==> config.mk <==
export PLATFORM = sky130hd
export DESIGN_NAME = vga_timing_gen_flat
export DESIGN_NICKNAME = d
export VERILOG_FILES = /design/src/rtl/vga_pkg.sv /design/src/rtl/vga_timing_gen_if.sv /design/src/rtl/vga_delay_line.sv /design/src/rtl/vga_timing_gen.sv /design/src/flat_wrapper.sv
export SDC_FILE = /design/constraint.sdc
export NUM_CORES = 1
export LEC_CHECK = 0
export ABC_AREA = 1
export CAP_MARGIN = 20
export CELL_PAD_IN_SITES_DETAIL_PLACEMENT = 0
export CELL_PAD_IN_SITES_GLOBAL_PLACEMENT = 1
export CORE_MARGIN = 3
export CORE_UTILIZATION = 38
export DETAILED_ROUTE_END_ITERATION = 10
export PLACE_DENSITY_LB_ADDON = 0.1
export REMOVE_ABC_BUFFERS = 1
export SETUP_SLACK_MARGIN = 0.5
export SKIP_LAST_GASP = 1
export SLEW_MARGIN = 20
export SYNTH_ARGS = -nofsm -noshare
export SYNTH_HDL_FRONTEND = slang
export SYNTH_SLANG_ARGS = --single-unit
==> constraint.sdc <==
create_clock -name clk -period 1.75 [get_ports clk]
set_input_delay 0.35 -clock clk [delete_from_list [all_inputs] [get_ports clk]]
set_output_delay 0.35 -clock clk [all_outputs]
set_load 0.005 [all_outputs]
==> src/rtl/vga_pkg.sv <==
// Shared VGA definitions: 640x480@60 timing constants, coordinate type and the
// sync bundle carried through the alignment delay line.
package vga_pkg;

  localparam int HTOTAL = 800;
  localparam int VTOTAL = 525;

  localparam int H_RES = 640;
  localparam int H_FP  = 16;
  localparam int H_SW  = 96;
  localparam int H_BP  = 48;
  localparam int V_RES = 480;
  localparam int V_FP  = 10;
  localparam int V_SW  = 2;
  localparam int V_BP  = 33;

  typedef logic [9:0] coord_t;

  typedef struct packed {
    logic hs;
    logic vs;
    logic bl;
  } sync_t;

  // Idle level of the sync bundle: syncs inactive (high), video blanked.
  localparam sync_t SYNC_RST = '{hs: 1'b1, vs: 1'b1, bl: 1'b0};

endpackage

==> src/rtl/vga_timing_gen_if.sv <==
// Raster/video signal bundle between the timing generator (master) and its
// consumers such as draw_board and the video DAC (slave).
interface vga_timing_gen_if;
  import vga_pkg::*;

  coord_t x;
  coord_t y;
  logic   active;
  logic   vga_clk;
  logic   hsync;
  logic   vsync;
  logic   blank_n;
  logic   sync_n;
  logic   line_start;
  logic   frame_start;

  modport master (
    output x, y, active, vga_clk, hsync, vsync, blank_n, sync_n,
    output line_start, frame_start
  );

  modport slave (
    input x, y, active, vga_clk, hsync, vsync, blank_n, sync_n,
    input line_start, frame_start
  );

endinterface

==> src/rtl/vga_delay_line.sv <==
// DEPTH-stage shift register advanced on en, with async active-low reset of
// every stage to RST_VAL; DEPTH=0 is a straight wire.
module vga_delay_line #(
  parameter int               WIDTH   = 3,
  parameter int               DEPTH   = 2,
  parameter logic [WIDTH-1:0] RST_VAL = '0
) (
  input  logic             clk,
  input  logic             rst,
  input  logic             en,
  input  logic [WIDTH-1:0] d,
  output logic [WIDTH-1:0] q
);

  if (DEPTH == 0) begin : g_bypass
    logic unused_ok;
    assign unused_ok = &{1'b0, clk, rst, en};
    assign q = d;
  end else begin : g_shift
    logic [WIDTH-1:0] stage [DEPTH];

    always_ff @(posedge clk or negedge rst) begin
      if (!rst) begin
        for (int i = 0; i < DEPTH; i++) stage[i] <= RST_VAL;
      end else if (en) begin
        stage[0] <= d;
        for (int i = 1; i < DEPTH; i++) stage[i] <= stage[i-1];
      end
    end

    assign q = stage[DEPTH-1];
  end

endmodule

==> src/rtl/vga_timing_gen.sv <==
// VGA raster timing: pixel-rate counters from a clk/2 enable, undelayed x/y/active
// and start pulses, and sync/blank delayed to match draw_board's RGB latency.
module vga_timing_gen
  import vga_pkg::*;
#(
  parameter int HRES       = H_RES,
  parameter int HFP        = H_FP,
  parameter int HSW        = H_SW,
  parameter int HBP        = H_BP,
  parameter int VRES       = V_RES,
  parameter int VFP        = V_FP,
  parameter int VSW        = V_SW,
  parameter int VBP        = V_BP,
  parameter int PIPE_DELAY = 2
) (
  input  logic              clk,
  input  logic              rst,
  vga_timing_gen_if.master  vga
);

  localparam int     HTOT   = HRES + HFP + HSW + HBP;
  localparam int     VTOT   = VRES + VFP + VSW + VBP;
  localparam coord_t H_LAST = coord_t'(HTOT - 1);
  localparam coord_t V_LAST = coord_t'(VTOT - 1);
  localparam coord_t H_VIS  = coord_t'(HRES);
  localparam coord_t V_VIS  = coord_t'(VRES);
  localparam coord_t HS_ON  = coord_t'(HRES + HFP);
  localparam coord_t HS_OFF = coord_t'(HRES + HFP + HSW);
  localparam coord_t VS_ON  = coord_t'(VRES + VFP);
  localparam coord_t VS_OFF = coord_t'(VRES + VFP + VSW);

  logic   pix_en;
  coord_t h_cnt, v_cnt;
  coord_t h_next, v_next;
  logic   h_wrap, v_wrap;
  logic   hs_raw, vs_raw, active;
  logic   hs_next, vs_next, active_next;
  logic   line_start, frame_start;
  sync_t  raw, dly;

  always_comb begin
    h_wrap      = (h_cnt == H_LAST);
    v_wrap      = (v_cnt == V_LAST);
    h_next      = h_wrap ? '0 : h_cnt + 10'd1;
    v_next      = v_cnt;
    if (h_wrap) v_next = v_wrap ? '0 : v_cnt + 10'd1;
    // Timing flags follow the counter values they will be registered with.
    hs_next     = !((h_next >= HS_ON) && (h_next < HS_OFF));
    vs_next     = !((v_next >= VS_ON) && (v_next < VS_OFF));
    active_next = (h_next < H_VIS) && (v_next < V_VIS);
  end

  always_ff @(posedge clk or negedge rst) begin
    if (!rst) begin
      pix_en      <= 1'b0;
      h_cnt       <= '0;
      v_cnt       <= '0;
      hs_raw      <= 1'b1;
      vs_raw      <= 1'b1;
      active      <= 1'b0;
      line_start  <= 1'b0;
      frame_start <= 1'b0;
    end else begin
      pix_en      <= ~pix_en;
      line_start  <= 1'b0;
      frame_start <= 1'b0;
      if (pix_en) begin
        h_cnt       <= h_next;
        v_cnt       <= v_next;
        hs_raw      <= hs_next;
        vs_raw      <= vs_next;
        active      <= active_next;
        line_start  <= h_wrap;
        frame_start <= h_wrap & v_wrap;
      end
    end
  end

  assign raw = '{hs: hs_raw, vs: vs_raw, bl: active};

  vga_delay_line #(
    .WIDTH   ($bits(sync_t)),
    .DEPTH   (PIPE_DELAY),
    .RST_VAL (SYNC_RST)
  ) u_delay (
    .clk (clk),
    .rst (rst),
    .en  (pix_en),
    .d   (raw),
    .q   (dly)
  );

  assign vga.x           = h_cnt;
  assign vga.y           = v_cnt;
  assign vga.active      = active;
  assign vga.vga_clk     = pix_en;
  assign vga.hsync       = dly.hs;
  assign vga.vsync       = dly.vs;
  assign vga.blank_n     = dly.bl;
  assign vga.sync_n      = 1'b0;
  assign vga.line_start  = line_start;
  assign vga.frame_start = frame_start;

endmodule

==> src/flat_wrapper.sv <==
// flat-port wrapper written by rule: the top's interface ports become plain ports
module vga_timing_gen_flat import vga_pkg::*;
#(
  parameter int HRES       = H_RES,
  parameter int HFP        = H_FP,
  parameter int HSW        = H_SW,
  parameter int HBP        = H_BP,
  parameter int VRES       = V_RES,
  parameter int VFP        = V_FP,
  parameter int VSW        = V_SW,
  parameter int VBP        = V_BP,
  parameter int PIPE_DELAY = 2
)
  (clk, rst, vga_x, vga_y, vga_active, vga_vga_clk, vga_hsync, vga_vsync, vga_blank_n, vga_sync_n, vga_line_start, vga_frame_start);
  vga_timing_gen_if vga_i ();
  input  logic clk;
  input  logic rst;
  output wire logic [$bits(vga_i.x)-1:0] vga_x;
  output wire logic [$bits(vga_i.y)-1:0] vga_y;
  output wire logic [$bits(vga_i.active)-1:0] vga_active;
  output wire logic [$bits(vga_i.vga_clk)-1:0] vga_vga_clk;
  output wire logic [$bits(vga_i.hsync)-1:0] vga_hsync;
  output wire logic [$bits(vga_i.vsync)-1:0] vga_vsync;
  output wire logic [$bits(vga_i.blank_n)-1:0] vga_blank_n;
  output wire logic [$bits(vga_i.sync_n)-1:0] vga_sync_n;
  output wire logic [$bits(vga_i.line_start)-1:0] vga_line_start;
  output wire logic [$bits(vga_i.frame_start)-1:0] vga_frame_start;
  assign vga_x = vga_i.x;
  assign vga_y = vga_i.y;
  assign vga_active = vga_i.active;
  assign vga_vga_clk = vga_i.vga_clk;
  assign vga_hsync = vga_i.hsync;
  assign vga_vsync = vga_i.vsync;
  assign vga_blank_n = vga_i.blank_n;
  assign vga_sync_n = vga_i.sync_n;
  assign vga_line_start = vga_i.line_start;
  assign vga_frame_start = vga_i.frame_start;
  vga_timing_gen #(.HRES(HRES), .HFP(HFP), .HSW(HSW), .HBP(HBP), .VRES(VRES), .VFP(VFP), .VSW(VSW), .VBP(VBP), .PIPE_DELAY(PIPE_DELAY)) u_core (.clk(clk), .rst(rst), .vga(vga_i));
endmodule
==> flow_metrics.tcl, run 1 <==
set metrics [dict create \
    min_period_ps 1610 \
    finalCritPeriodShare_pct 91.9 \
    syn2layout_area_growth_pct 61.8 \
    arrival_ps 1830 \
    synth.avg_cell_area_sq_um 7.26 \
    die_w_um 76.3 \
    rsz0062_at_grt "true" \
    leakagePower_nw 1.50 \
    htree_levels 2 \
    routed_via_density 4.79 \
    layout_setup_ws_ps 142 \
    crit_type "reg2reg" \
    cts.sinks 32 \
    drv_slew 0 \
    wl_per_cell_um 13.2 \
    ant_nets 0 \
    wl_um 5520 \
    timing.hold.ws_ps 457 \
    hold_violations 0 \
    synth_cells 259 \
    grt_pass1_wl_um 9050 \
    fmax_mhz 622 \
    setup_viol 0 \
    vias 2008 \
    dieArea_sq_um 5830 \
    antenna_found_initial 0 \
    place_ws_ps -54.3 \
    grtUsageTotal_pct 19.4 \
    die_h_um 76.3 \
    worstSetupStartpointType "flip-flop" \
    dr.first_iter.drc_count 123 \
    total_power_mw 1.32 \
    fp.coreArea_sq_um 4560 \
    rows 24 \
    grt_overflow 0 \
    nFillCells 409 \
    yosysSeqAreaShare_pct 43.0 \
    place_congestion 0.790 \
    powerDensity_nw_per_um2 434 \
    hold_buffers 0 \
    start_util_pct 41.2 \
    irDropWorstVdd_mv 0.245 \
    ys_types 33 \
    required_ps 1980 \
    path_clk_slew_ps 70 \
    numCtsBuffers 5 \
    status "completed" \
    dr.pass1.iters 4 \
    num_io_pins 30 \
    cap_viol_max_count 0 \
    grt_pass1_vias 1879 \
    final_nets 359 \
    diodes 0 \
    cts_root_buffer "clkbuf_8" \
    skew_ps 6.79 \
    cts_tree "yes" \
    layout_common_cells "84 x nand2_1, 38 x buf_4, 35 x buf_6" \
    yosys_warnings 0 \
    syn_area_sq_um 1880 \
    clock_path_buffers 2 \
    post-dp-hpwl_um 3240 \
    final_common_cell "nand2_1" \
    ys_seq_elements 32 \
    crit_fanout 4 \
    port_buffers 28 \
    timing.hold.worst.class "reg2reg" \
    grt_max_degree 33 \
    end_kind "flip-flop" \
    drive_gt1_share_pct 48.9 \
    clk_latency_ps 290 \
    drc 0 \
]
==> worst max-delay path, stage by stage (launching register included) <==
cell and delay [ps]:
dfrtp_2 430, inv_2 70, buf_4 130, buf_6 110, buf_6 100, buf_6 100
buf_6 110, buf_6 110, buf_6 100, buf_6 110, nor2_4 70, a21oi_1 50
inv_1 60
==> cells in the mapped netlist (all sizes together) <==
cell type,instances,area [sq um]
a21o,1,7.51
a21oi,8,47.6
buf,4,27.5
clkbuf,3,11.3
clkinv,1,5.00
conb,1,3.75
dfrtp,26,651
dfstp,6,158
ha,4,50.1
inv,30,113
nand2,97,372
nand3,17,103
nand3b,1,7.51
nand4,4,25.0
nor2,27,128
nor3,2,10.0
o21a,3,22.5
o21ai,17,85.1
o21bai,3,22.5
o22ai,1,6.26
xnor2,1,8.76
xor2,2,17.5
==> area by class of cell <==
class | instances | area, sq um | area share [%]
multi-input combinational | 190 | 1140 | 37.4
sequential | 32 | 820 | 26.9
timing repair buffer | 93 | 795 | 26.1
inverter | 31 | 128 | 4.19
tap | 65 | 81.3 | 2.67
clock buffer | 7 | 76.3 | 2.51
clock inverter | 1 | 5.00 | 0.164
==> through the flow <==
step / utilization [%] / TNS (ps) / instances / instance area, sq um
2_1_floorplan: - / -111 / 252 / 1840
3_3_place_gp: 51.1 / 0 / 362 / 2330
3_5_place_dp: 51.1 / -54.3 / 362 / 2330
4_1_cts: 62.2 / 0 / 412 / 2840
5_1_grt: 66.7 / 0 / 419 / 3040
6_report: 66.7 / 0 / 419 / 3040
==> per-layer routing <==
layer,wire [um],global-route usage [%],up-vias
li1,-,-,1015
met1,2590,26.9,923
met2,2520,29.9,58
met3,293,4.14,12
met4,112,7.07,0
met5,0,0,-
==> cell families after synthesis <==
kind of cell               after synthesis  share of synthesized area (%)
other                                    1                          0.199
AOI/OAI and AO/OA                       33                           10.2
buffers and inverters                   38                           8.32
xor gates and xnor gates                 3                           1.40
DFF                                     32                           43.0
adders and majority gates                4                           2.66
and+or+nand+nor                        148                           34.3
==> worst paths after layout <==
path / depth (start not counted) / slack [ps] / from / endpoint
max: 12 / 140 / u_core.vga.y[1]$_DFFE_PN0P_ / u_core.vga.y[1]$_DFFE_PN0P_
min: 2 / 460 / u_core.u_delay.q[2]$_DFFE_PN1P_ / u_core.u_delay.q[2]$_DFFE_PN1P_
max reg2reg: 12 / 140 / u_core.vga.y[1]$_DFFE_PN0P_ / u_core.vga.y[1]$_DFFE_PN0P_
min reg2reg: 2 / 460 / u_core.u_delay.q[2]$_DFFE_PN1P_ / u_core.u_delay.q[2]$_DFFE_PN1P_
max in group asynchronous: 2 / 930 / rst / u_core.hs_raw$_DFFE_PN1P_
min in group asynchronous: 2 / 470 / rst / u_core.vga.y[3]$_DFFE_PN0P_
==> where the power goes <==
group          total, mW  internal [mW]  switching [mW]
Clock              0.562          0.279           0.283
Sequential         0.740          0.740               0
Combinational     0.0187        0.00341          0.0153
Total               1.32           1.02           0.298
==> flip-flops by register name, summed over array words and instances, names as in the netlist <==
register,cells
u_core.vga.x,10
u_core.vga.y,10
u_core.u_delay.g_shift.stage,3
u_core.u_delay.q,3
u_core.hs_raw,1
u_core.vga.active,1
u_core.vga.frame_start,1
u_core.vga.line_start,1
u_core.vga.vga_clk,1
u_core.vs_raw,1
==> what timing repair did <==
item                       4_1_cts  5_1_grt
gates resized for setup        140       64
setup buffers                   41        7
pin swaps                       20       30
cloned                           1        0
setup endpoints to repair       49       46
(Power assumes the default switching activity.)
==> run 2: changes to the inputs <==
Settings changed: CORE_UTILIZATION 38 to 40, DONT_BUFFER_PORTS set to 1.
==> run 2 against run 1 <==
Net effect:
- setup slack lost 73 ps
- first-iteration DRC count is 34% lower
- sequential power about the same
- register-to-register slack worse by 70 ps
- final cell count down 16%
- fmax fell by 4.4%
- hold slack better by 8.2 ps
- global-route usage decreased by 0.13 points
- non-clock buffer count fell by 56
- clock-buffer cell count fell by 1
- sequential cell count is the same
==> flow_metrics.tcl, run 2 (synthesized netlist as in run 1, its figures left out) <==
set metrics [dict create \
    dr.pass1.iters 4 \
    power_frac_comb_pct 1.6 \
    die_w_um 74.6 \
    wl_um 5090 \
    arrival_ps 1850 \
    worstSetupStartpointType "flip-flop" \
    end_kind "flip-flop" \
    diodes 0 \
    antenna_found_initial 0 \
    hold_start "u_core.u_delay.g_shift.stage[4]$_DFFE_PN1P_" \
    ant_nets 0 \
    reg2reg_setup_slack_ps 70 \
    place_congestion 0.833 \
    final_nets 303 \
    grt_pass1_vias 1715 \
    placed_area_sq_um 2080 \
    post-dp-hpwl_um 3360 \
    setup_viol 0 \
    skew_ps 10.6 \
    hold_violations 0 \
    hold_end "u_core.u_delay.g_shift.stage[4]$_DFFE_PN1P_" \
    p_clk_share_pct 43.7 \
    numCtsBuffers 5 \
    drv_slew 0 \
    cts_root_buffer "clkbuf_8" \
    routed_via_density 5.00 \
    grt_overflow 0 \
    crit_type "reg2reg" \
    finalCritPeriodShare_pct 96.0 \
    wl_per_cell_um 14.5 \
    grtUsageTotal_pct 19.3 \
    total_power_mw 1.35 \
    num_io_pins 30 \
    layout_common_cells "88 x nand2_1, 22 x inv_1, 22 x buf_4" \
    cts_tree "yes" \
    fmax_mhz 595 \
    drc 0 \
    p_int_mw 1.06 \
    dieArea_sq_um 5560 \
    port_buffers 0 \
    grt_pass1_wl_um 8140 \
    power.share.sequential_pct 54.7 \
    crit_fanout 7 \
    fp.coreArea_sq_um 4440 \
    cap_viol_max_count 0 \
    powerDensity_nw_per_um2 529 \
    cts.sinks 32 \
    leakagePower_nw 1.21 \
    rsz0062_at_grt "true" \
    die_h_um 74.6 \
    drive_gt1_share_pct 36.9 \
    syn2layout_area_growth_pct 35.9 \
    status "completed" \
    irDropWorstVdd_mv 0.321 \
    worstHoldPathCells 2 \
    rows 24 \
    final_cell_area_sq_um 2550 \
    nFillCells 410 \
    min_period_ps 1680 \
    required_ps 1920 \
    place_inst 327 \
    start_util_pct 42.3 \
    reg2reg_depth 11 \
    clock_path_buffers 2 \
    grt_max_degree 33 \
    stdcell_count 350 \
    worstReg2RegStart "u_core.vga.x[0]$_DFFE_PN0P_" \
    p_sw_mw 0.293 \
    vias 1749 \
    clk_latency_ps 280 \
    p_sw_share_pct 21.7 \
    timing.hold.worst.class "reg2reg" \
    dr.first_iter.drc_count 81 \
    htree_levels 2 \
    path_clk_slew_ps 70 \
    rr_endpoint "u_core.vga.active$_DFFE_PN0P_" \
    final_common_cell "nand2_1" \
]
==> run 2: through the flow <==
step / util (%) / setup TNS [ps] / setup slack, ps / hold slack (ps)
2_1_floorplan: - / -111 / -74.5 / 54.4
3_3_place_gp: 46.8 / 0 / 38.1 / 55.2
3_5_place_dp: 46.8 / 0 / 7.80 / 55.5
4_1_cts: 54.5 / 0 / 95.0 / 467
5_1_grt: 57.5 / -78.8 / -44.8 / 484
6_report: 57.5 / 0 / 69.2 / 466
==> run 2: worst max-delay path, stage by stage, from the launching register on <==
cell and delay (ps):
dfrtp_1 390, ha_4 160, nand2_4 70, nor2_8 140
nand3_4 160, nand2_2 110, inv_2 40, a21oi_2 110
nand2_1 70, nor2_2 130, buf_4 120, o21ai_2 50
==> run 2: power groups by stage <==
stage	clock network (mW)	logic [mW]	registers, mW
final	0.591	0.0215	0.740
after global routing	0.640	0.0250	0.739
after CTS	0.610	0.0230	0.740
after detailed placement	0	0.000464	0.754
after global placement	0	0.000464	0.754
after floorplan	0	0.000463	0.754
==> run 2: cell type report <==
cell class,count,area (sq um),area share (%)
flip-flops and latches,32,817,32.0
clock inverters,2,10.0,0.392
multi-input cells,190,1120,43.7
inverters,31,121,4.75
clock buffers,6,82.6,3.23
repair buffers,37,342,13.4
well taps,52,65.1,2.55
==> run 2: worst max-delay path by stage <==
stage                                      start                             to  slack [ps]  cells after the start
global placement     u_core.vga.y[0]$_DFFE_PN0P_  u_core.vga.active$_DFFE_PN0P_          40                     10
floorplan           u_core.vga.vga_clk$_DFF_PN0_    u_core.vga.x[3]$_DFFE_PN0P_         -70                      4
global route         u_core.vga.x[1]$_DFFE_PN0P_      u_core.vs_raw$_DFFE_PN1P_         -40                     12
CTS                  u_core.vga.x[1]$_DFFE_PN0P_      u_core.vs_raw$_DFFE_PN1P_          90                     12
finish               u_core.vga.x[0]$_DFFE_PN0P_  u_core.vga.active$_DFFE_PN0P_          70                     11
detailed placement   u_core.vga.x[0]$_DFFE_PN0P_      u_core.vs_raw$_DFFE_PN1P_           8                     11
==> run 2: timing repair <==
item	4_1_cts	5_1_grt
hold buffers	2	0
setup endpoints to repair	24	33
pin swaps	22	9
hold endpoints to repair	32	0
gates resized for setup	41	30
setup buffers	7	5
cloned	1	0
==> run 2: per-layer routing <==
layer / global-route usage, % / vias to the layer above / routed length, um
met4: 5.73 / 0 / 61
met2: 30.7 / 43 / 2470
met3: 4.59 / 6 / 229
met5: 0 / - / 0
met1: 26.1 / 810 / 2330
li1: - / 890 / -
==> run 3: changes to the inputs <==
Clock period 1.75 ns to 2.1 ns, I/O delays scaled along.
==> run 3 against run 2 <==
Net effect:
- sequential share of layout area up 3.1 points
- power decreased by 15%
- clock skew fell by 5.1 ps
- global-route usage shrank 1.8 points
- via count down 3.1%
- critical path type unchanged
- critical endpoint is now u_core.vs_raw$_DFFE_PN1P_
==> flow_metrics.tcl, run 3 (synthesized netlist as in run 1, its figures left out) <==
set metrics [dict create \
    powerDensity_nw_per_um2 500 \
    end_kind "flip-flop" \
    grt_max_degree 40 \
    drc 0 \
    clock_path_buffers 2 \
    final_common_cell "nand2_1" \
    die_h_um 74.6 \
    timing.hold.worst.class "reg2reg" \
    start_util_pct 42.3 \
    timing.hold.ws_ps 463 \
    path_clk_slew_ps 70 \
    routed_via_density 5.12 \
    port_buffers 0 \
    worstSetupStartpointType "flip-flop" \
    antenna_found_initial 0 \
    drv_slew 0 \
    stdcell_count 331 \
    tightest_slew_ps 532 \
    leakagePower_nw 1.09 \
    wl_per_cell_um 14.3 \
    syn2layout_area_growth_pct 23.1 \
    skew_ps 5.49 \
    setup_viol 0 \
    min_period_ps 1750 \
    slew_headroom_pct 64.5 \
    final_nets 284 \
    cts_tree "yes" \
    dr.pass1.iters 4 \
    cts_root_buffer "clkbuf_8" \
    post-dp-hpwl_um 2980 \
    hold_violations 0 \
    nFillCells 437 \
    dr.first_iter.drc_count 114 \
    layout_setup_ws_ps 352 \
    fmax_mhz 572 \
    num_io_pins 30 \
    reg2reg_setup_slack_ps 350 \
    ant_nets 0 \
    cap_viol_max_count 0 \
    grtUsageTotal_pct 17.5 \
    cts.sinks 32 \
    total_power_mw 1.16 \
    place_inst 306 \
    drive_gt1_share_pct 28.0 \
    grt_overflow 0 \
    die_w_um 74.6 \
    grt_pass1_vias 1526 \
    crit_type "reg2reg" \
    status "completed" \
    arrival_ps 1960 \
    fin_tns_setup_ps 0 \
    diodes 0 \
    finalCritPeriodShare_pct 83.3 \
    numCtsBuffers 5 \
    place_ws_ps 155 \
    crit_fanout 7 \
    irDropWorstVdd_mv 0.362 \
    grt_pass1_wl_um 7420 \
    required_ps 2310 \
    rsz0062_at_grt "true" \
    place_congestion 0.860 \
    clk_latency_ps 280 \
    rows 24 \
    wl_um 4740 \
    layout_common_cells "87 x nand2_1, 24 x inv_1, 23 x dfrtp_1" \
    vias 1694 \
    dieArea_sq_um 5560 \
    htree_levels 2 \
    fp.coreArea_sq_um 4440 \
]
-- run 3: power by group --
group          internal [mW]  switching [mW]  total (mW)  leakage, nW
combinational        0.00508          0.0135      0.0186        0.652
clock                  0.299           0.222       0.521       0.0515
sequential             0.617               0       0.617        0.391
-- run 3: path summary, 6_finish.rpt --
kind                                                             start  depth (start not counted)                               to
max in group asynchronous                                          rst                          2  u_core.u_delay.q[2]$_DFFE_PN1P_
min in group asynchronous                                          rst                          2      u_core.vga.y[4]$_DFFE_PN0P_
max reg2reg                                u_core.vga.y[1]$_DFFE_PN0P_                         11        u_core.vs_raw$_DFFE_PN1P_
min                        u_core.u_delay.g_shift.stage[4]$_DFFE_PN1P_                          2  u_core.u_delay.q[1]$_DFFE_PN1P_
max                                        u_core.vga.y[1]$_DFFE_PN0P_                         11        u_core.vs_raw$_DFFE_PN1P_
min reg2reg                u_core.u_delay.g_shift.stage[4]$_DFFE_PN1P_                          2  u_core.u_delay.q[1]$_DFFE_PN1P_
-- run 3: through the flow --
step	utilization [%]	cell area, sq um
2_1_floorplan	-	1840
4_1_cts	48.6	2160
5_1_grt	52.1	2310
6_report	52.1	2310
3_3_place_gp	43.2	1920
3_5_place_dp	43.2	1920
-- run 3: critical path, cell delays in order, from the launching register on --
cell and delay (ps):
dfrtp_2 500, inv_2 120, ha_4 140, nand2_2 50
nor2_2 90, nand3_2 190, a21oi_4 200, nor2_2 50
nor2_1 140, nand3_1 90, nand2_1 60, nand2_1 60
-- run 3: routing by layer --
| layer | up-vias | wire length, um | track usage, % | part of all wire (%) |
|---|---|---|---|---|
| met3 | 5 | 244 | 5.41 | 5.1 |
| met5 | - | 0 | 0 | 0 |
| li1 | 861 | - | - | - |
| met4 | 0 | 45 | 4.15 | 0.95 |
| met2 | 39 | 2210 | 25.8 | 47 |
| met1 | 789 | 2240 | 25.1 | 47 |
-- run 3: cell type report --
| type | instances | area (sq um) | area share (%) |
|---|---|---|---|
| sequential | 32 | 812 | 35.1 |
| timing repair buffer | 18 | 161 | 6.97 |
| clock buffer | 8 | 100 | 4.32 |
| multi-input combinational | 190 | 1060 | 45.7 |
| inverter | 31 | 119 | 5.14 |
| tap | 52 | 65.1 | 2.81 |
-- run 3: timing repair --
action	CTS	global route
hold endpoints to repair	32	0
pin swaps	7	12
setup buffers	8	6
hold buffers	2	0
gates resized for setup	10	31
gates cloned	1	0
endpoints found under the setup margin	15	19
==> patch: new RTL, flow settings as in run 1 <==
`PIPE_DELAY` is set to 2 in 2 places; all go to 4.
--- a/src/rtl/vga_timing_gen.sv
+++ b/src/rtl/vga_timing_gen.sv
@@ -12,5 +12,5 @@
   parameter int VSW        = V_SW,
   parameter int VBP        = V_BP,
-  parameter int PIPE_DELAY = 2
+  parameter int PIPE_DELAY = 4
 ) (
   input  logic              clk,
--- a/src/flat_wrapper.sv
+++ b/src/flat_wrapper.sv
@@ -10,5 +10,5 @@
   parameter int VSW        = V_SW,
   parameter int VBP        = V_BP,
-  parameter int PIPE_DELAY = 2
+  parameter int PIPE_DELAY = 4
 )
   (clk, rst, vga_x, vga_y, vga_active, vga_vga_clk, vga_hsync, vga_vsync, vga_blank_n, vga_sync_n, vga_line_start, vga_frame_start);
Behaviour: not the same (Yosys sat finds a counterexample within 10 cycles, from zero or initial values and one cycle with rst low).
==> patch against run 1 <==
The run now ends with setup timing left. Power increased by 16%. Sequential share of layout area increased by 0.61 points. Critical path depth increased by 1. Final area increased by 16%. Area after synthesis increased by 9.3%. Die area increased by 8.6%. Clock skew increased by 0.0011 ns. First-iteration DRC count decreased by 31%. Sequential cell count increased by 6. Clock power increased by 11%. Worst setup slack got worse by 0.17 ns. Wire length increased by 18%. Critical path type unchanged.
==> patch: results (changes against run 1) <==
* Status: finished, violations left
* Failing checks: setup timing
* Largest net degree at the start of global routing at 29 (-12%)
* WHS at 0.0102 ns (-0.447 ns)
* Placer's final routability congestion estimate at 0.775 (-1.9%)
* Net switching power at 0.326 mW (+9.3%)
* Fraction of layout cells with a size suffix above 1 at 0.515 (+0.0258)
* Complex-gate fraction of the synthesized area at 0.0797 (-0.0221)
* Worst VDD drop at 0.393 mV (+60%)
* Avg Inst Size Synth at 7.85 µm² (+8.1%)
* Leak at 1.71 nW (+14%)
* Setup TNS after final layout at -0.0250 ns (-0.0250 ns)
* Sequential share of the synthesized area at 0.469 (+0.0388)
* Vias per cell at 4.77 (-0.50%)
* Fin Clk Skew at 0.00785 ns (+0.00106 ns)
* Final setup violation count at 1 (+1)
* Worst slack at placement at 0.0610 ns (+0.115 ns)
* Final nets at 384 (+7.0%)
* WL per Instance at 14.5 µm (+10%)
* Cells on worst reg2reg path at 13 (+1)
* Wire length on met2 at 3.25 mm (+29%)
* M1 WL at 2.90 mm (+12%)
* # Post-CTS Setup Buffers at 47 (+15%)
* Global Route Usage Sum at 0.203 (+0.00850)
* Netlist cell types at 29 (-12%)
* Critical Path AT at 2.01 ns (+0.18 ns)
* Final WS setup at -0.0250 ns (-0.167 ns)
* Top area cells in the synthesized netlist: dfrtp_1, nand2_1, dfstp_2
* Area of placed instances at 2530 µm² (+8.7%)
## patch: final cells by class
type / instances / area [µm²]
Sequential cell: 38 / 968
Multi-Input combinational cell: 193 / 1230
Tap cell: 70 / 87.6
Inverter: 24 / 92.6
Clock buffer: 7 / 86.3
Clock inverter: 1 / 5.00
Timing Repair Buffer: 116 / 1050
Fill cell: 391 / 1660
## patch: worst max-delay path: stages, from the launching register on
cell and delay, ns:
dfrtp_1 0.41, inv_2 0.08, buf_4 0.14, buf_6 0.10, buf_4 0.12, buf_6 0.10, buf_6 0.10, buf_6 0.10
buf_6 0.10, buf_6 0.10, buf_6 0.10, nor2_1 0.12, a21oi_1 0.08, inv_1 0.07
## patch: metal layers
metal	track usage	vias up
li1	-	1046
met1	0.266	1038
met4	0.0739	0
met5	0	-
met3	0.0339	15
met2	0.336	42
